$ cat src/rtl/multiplier_sum_mac_pipelined.sv
// multiplier_sum_mac_pipelined: pipelined SIMD multiply / sum-of-products unit
// with running accumulator, sticky overflow and globally stalled valid/ready flow.
module multiplier_sum_mac_pipelined #(
    parameter int SUB_W = 9,
    parameter int K     = 3,
    parameter int ACC_W = 64
) (
    input  logic                   clk,
    input  logic                   reset,
    input  logic                   in_valid,
    output logic                   in_ready,
    input  logic [K*K*SUB_W-1:0]   a,
    input  logic [K*K*SUB_W-1:0]   b,
    input  logic                   a_sign,
    input  logic                   b_sign,
    input  logic                   mode,
    input  logic                   acc_clr,
    output logic                   out_valid,
    input  logic                   out_ready,
    output logic [ACC_W-1:0]       result,
    output logic                   overflow
);
    localparam int N  = K*K;
    localparam int OW = N*SUB_W;
    localparam int PW = 2*SUB_W + 2;

    logic                   stall;
    logic                   v1, v2, v3;
    logic [OW-1:0]          a1, b1;
    logic                   as1, bs1, m1, c1, m2, c2, c3;
    logic [N-1:0][PW-1:0]   p, p2;
    logic [N-1:0][ACC_W-1:0] term;
    logic [ACC_W-1:0]       sum, s3, addend, acc_next;
    logic                   add_ovf;

    assign stall    = out_valid & ~out_ready;
    assign in_ready = reset & ~stall;

    // Partial (i,j): mode 0 pairs sub-block i of a with sub-block j of b, mode 1 pairs lane i*K+j of both.
    genvar i, j;
    for (i = 0; i < K; i++) begin : g_row
        for (j = 0; j < K; j++) begin : g_col
            localparam int L = i*K + j;
            logic [SUB_W-1:0]     x, y;
            logic                 sx, sy;
            logic signed [PW-1:0] xe, ye;
            logic [ACC_W-1:0]     ext;
            assign x   = m1 ? a1[L*SUB_W +: SUB_W] : a1[i*SUB_W +: SUB_W];
            assign y   = m1 ? b1[L*SUB_W +: SUB_W] : b1[j*SUB_W +: SUB_W];
            assign sx  = as1 & x[SUB_W-1] & (m1 | (i == K-1));
            assign sy  = bs1 & y[SUB_W-1] & (m1 | (j == K-1));
            assign xe  = PW'($signed({sx, x}));
            assign ye  = PW'($signed({sy, y}));
            assign p[L] = xe * ye;
            assign ext = {{(ACC_W-PW){p2[L][PW-1]}}, p2[L]};
            assign term[L] = m2 ? ext : ext << ((i + j)*SUB_W);
        end
    end

    always_comb begin
        sum = '0;
        for (int n = 0; n < N; n++) sum = sum + term[n];
    end

    assign addend   = c3 ? '0 : result;
    assign acc_next = s3 + addend;
    assign add_ovf  = (s3[ACC_W-1] == addend[ACC_W-1]) & (acc_next[ACC_W-1] != s3[ACC_W-1]);

    always_ff @(posedge clk) begin
        if (!reset) begin
            v1        <= 1'b0;
            v2        <= 1'b0;
            v3        <= 1'b0;
            out_valid <= 1'b0;
            result    <= '0;
            overflow  <= 1'b0;
        end else if (!stall) begin
            v1        <= in_valid;
            a1        <= a;
            b1        <= b;
            as1       <= a_sign;
            bs1       <= b_sign;
            m1        <= mode;
            c1        <= acc_clr;
            v2        <= v1;
            p2        <= p;
            m2        <= m1;
            c2        <= c1;
            v3        <= v2;
            s3        <= sum;
            c3        <= c2;
            out_valid <= v3;
            if (v3) begin
                result   <= acc_next;
                overflow <= (overflow & ~c3) | add_ovf;
            end
        end
    end
endmodule

$ cat config.mk
export PLATFORM = sky130hd
export DESIGN_NAME = multiplier_sum_mac_pipelined
export DESIGN_NICKNAME = d
export VERILOG_FILES = /design/src/rtl/multiplier_sum_mac_pipelined.sv
export SDC_FILE = /design/constraint.sdc
export NUM_CORES = 2
export LEC_CHECK = 0
export CAP_MARGIN = 20
export CORE_ASPECT_RATIO = 1.25
export CORE_UTILIZATION = 35
export DETAILED_ROUTE_END_ITERATION = 10
export PLACE_DENSITY = 0.5
export SYNTH_ARGS = -nofsm -noshare
export SYNTH_HDL_FRONTEND = slang
export SYNTH_SLANG_ARGS = --single-unit
$ cat constraint.sdc
create_clock -name clk -period 38.8 [get_ports clk]
set_clock_uncertainty 0.05 [all_clocks]
set_input_delay 7.76 -clock clk [delete_from_list [all_inputs] [get_ports clk]]
set_output_delay 7.76 -clock clk [all_outputs]
set_load 0.05 [all_outputs]
==> summary.txt <==
Post-Synth XOR/XNOR Area: 0.0401
Worst Path Max Fanout: 9
Part of the cycle the worst path needs: 0.454
CTS Root Cell: clkbuf_16
WS Path Type: in2out
Die X: 396 um
Gr ovfl total: 0
Final nets: 9165
Max Slew Vio Count: 0
Largest net degree at the start of global routing: 158
Worst reg2reg path depth: 19
Mux share of post-synthesis cell area: 0.00495
1st-iter DRT viols: 2744
Compound-Gate Fraction of Synth Area: 0.0854
Commonest cells after routing, fill and taps aside: inv_1 (1452), fa_1 (1152), nand2_1 (863), ha_1 (555), a21oi_1 (481)
Flops & latches, synth: 475
Std-Cell Rows: 180
Fillcell total: 19400
Hold Crit Class: reg2reg
Worst Setup Start Kind: input port
CP arrival: 9.81 ns
RSZ-0062 raised after global routing: false
Worst Setup SP: out_ready
Hold-fix buffers, CTS: 0
H-tree depth: 2
Family with the most delay on the worst path: buffers and inverters
Slowest-stage cell, CP: clkdlybuf4s50_1
WP buf/inv: 2
Fmax: 56.7 MHz
Post-Syn Area per Cell: 9.50 um2
Critical R2R Launch: m1$_DFFE_PP_
DP Wirelength: 176 mm
CTS buffer count: 56
TritonCTS clock tree: built
Height of the die: 495 um
Synth-to-layout area growth: 10.4%
Port Buffer Count: 236
Die area: 0.196 mm2
I/O pins: 237
Least-Margin Pin Slew: 1.18 ns
Remaining DRCs: 0
Fin crit period: 17.62 ns
R2R setup slack: 30.81 ns
Post-Syn Area: 0.0679 mm2
Max Cap Violations: 0
Pre-antenna DRT Iters: 8
Initial Utilization: 0.353
Commonest non-fill, non-tap cell in the layout: inv_1
CP Depth: 4
Maximum clock path buffer count: 3
Footprint of the multi-input gates: 0.0481 mm2
Setup TNS: 0 ns
Post-synth ARST share: 0
Final setup vio count: 0
Synth Area in Adders: 0.442
Crit path cell chain: clkdlybuf4s50_1 > nand2b_1 > and2_4 > clkdlybuf4s50_1
Synth Net Count: 9026
First-pass GRT wire length: 310 mm
Post-Route WL: 204 mm
Gr usage total: 0.210
R2R Path End: g_row[0].g_col[1].ext[19]$_DFFE_PP_
Fin Hold WS: 0.369 ns
Hold Violations, Final: 0
Layout Utilization: 0.390
Synth Instances: 7149
Worst path required time: 30.99 ns
Vias in the first global route: 51400
Fraction of layout cells with a size suffix above 1: 0.0278
Number of routed nets with antenna violations: 0
Crit end category: primary output
Via Count: 48300
Postcts setup bufs: 0
GP Congestion: 0.962
Number of distinct library cells after synthesis: 87
Number of synthesized flops with an enable pin: 406
Max transition margin: 0.212
Initial antenna violation count: 11
Max incr delay on CP: 0.87 ns
Core area: 0.193 mm2
Clock Pin Slew Worst Setup and Hold Paths: 0.05 ns
Per-cell routed wire length: 20.7 um
Synth Flop Type: edfxtp_1
Status: finished, final reports clean
Main combinational cell family by area after synthesis: adder cells
Register area: 0.0136 mm2
Register area share after synthesis: 0.200
Clock sinks: 475
Vias per inst: 4.89
Gates resized, CTS repair: 0
CP Capture Point: in_ready
Synth Warn #: 0
Clk_lat worst skew: 0.68 ns
Hold path start: c2$_DFFE_PP_
Post-synthesis simple-gate area fraction: 0.136
Top cell by count, worst path: clkdlybuf4s50_1
## worst reg2reg max path: stages, from the launching register on
cell and delay [ns]:
edfxtp_1 0.75, buf_12 0.45, nand2b_1 0.71, nand2_1 0.41
and2_1 0.32, fa_1 0.57, fa_1 0.46, fa_1 0.55
inv_1 0.05, fa_1 0.45, fa_1 0.49, inv_1 0.04
ha_1 0.34, and3_1 0.17, a21oi_1 0.10, o21ai_0 0.13
o41ai_1 0.68, o2111ai_1 0.24, a21oi_1 0.23, xnor2_1 0.48
## registers in the layout, indices dropped and copies added (netlist names)
name	cells
g_row.g_col.ext	180
a1	81
b1	81
result	64
s3	57
as1	1
bs1	1
c1	1
c2	1
c3	1
m1	1
m2	1
out_valid	1
overflow	1
v1	1
v2	1
v3	1
## area by class of cell
type	instances	share of cell area
antenna	1	0.0000334
clock buffer	66	0.0197
clock inverter	39	0.00577
inverter	1457	0.0729
multi-input combinational	5018	0.642
sequential	475	0.181
tap	2548	0.0425
timing repair buffer	280	0.0364
## cell usage after synthesis (all sizes together), types with 105 or more instances
cell type / instances / share of area
nor2: 453 / 0.025
nand2: 865 / 0.048
edfxtp: 406 / 0.18
o21ai: 114 / 0.0085
ha: 555 / 0.10
nor2b: 131 / 0.012
inv: 1454 / 0.080
xnor2: 242 / 0.031
clkbuf: 183 / 0.010
a21oi: 482 / 0.036
fa: 1152 / 0.34
a21o: 105 / 0.012
and2: 228 / 0.021
## kinds of logic after synthesis
kind of cell	Yosys count
and+or+nand+nor	2024
adders and majority gates	1707
buffers and inverters	1656
AOI/OAI and AO/OA	946
DFF	475
xor gates and xnor gates	310
muxes	31
## routing by layer
metal,track usage,vias to the layer above,part of all wire
met5,0,-,0.00011
met4,0.0872,4,0.047
met3,0.0184,283,0.035
met2,0.358,1068,0.48
met1,0.272,24200,0.44
li1,-,22700,-
## per-stage QoR
| stage | setup WS, ns | std cells | area (um2) |
|---|---|---|---|
| 6_report | 21.18 | 9884 | 75000 |
| 5_1_grt | 21.08 | 9884 | 75000 |
| 3_3_place_gp | 21.13 | 9778 | 73100 |
| 2_1_floorplan | 13.19 | 7149 | 67900 |
| 4_1_cts | 21.13 | 9883 | 75000 |
| 3_5_place_dp | 21.14 | 9778 | 73100 |
## worst min-delay path by stage
stage | endpoint | slack [ns] | depth (start not counted)
finish | c3$_DFFE_PP_ | 0.37 | 0
global route | c3$_DFFE_PP_ | 0.39 | 0
global placement | c3$_DFFE_PP_ | 0.36 | 0
detailed placement | c2$_DFFE_PP_ | 0.36 | 0
floorplan | c2$_DFFE_PP_ | 0.35 | 0
CTS | c3$_DFFE_PP_ | 0.37 | 0
Power is not shown: default switching activity piles up to over one toggle a cycle in this logic, so the estimate is an artifact.
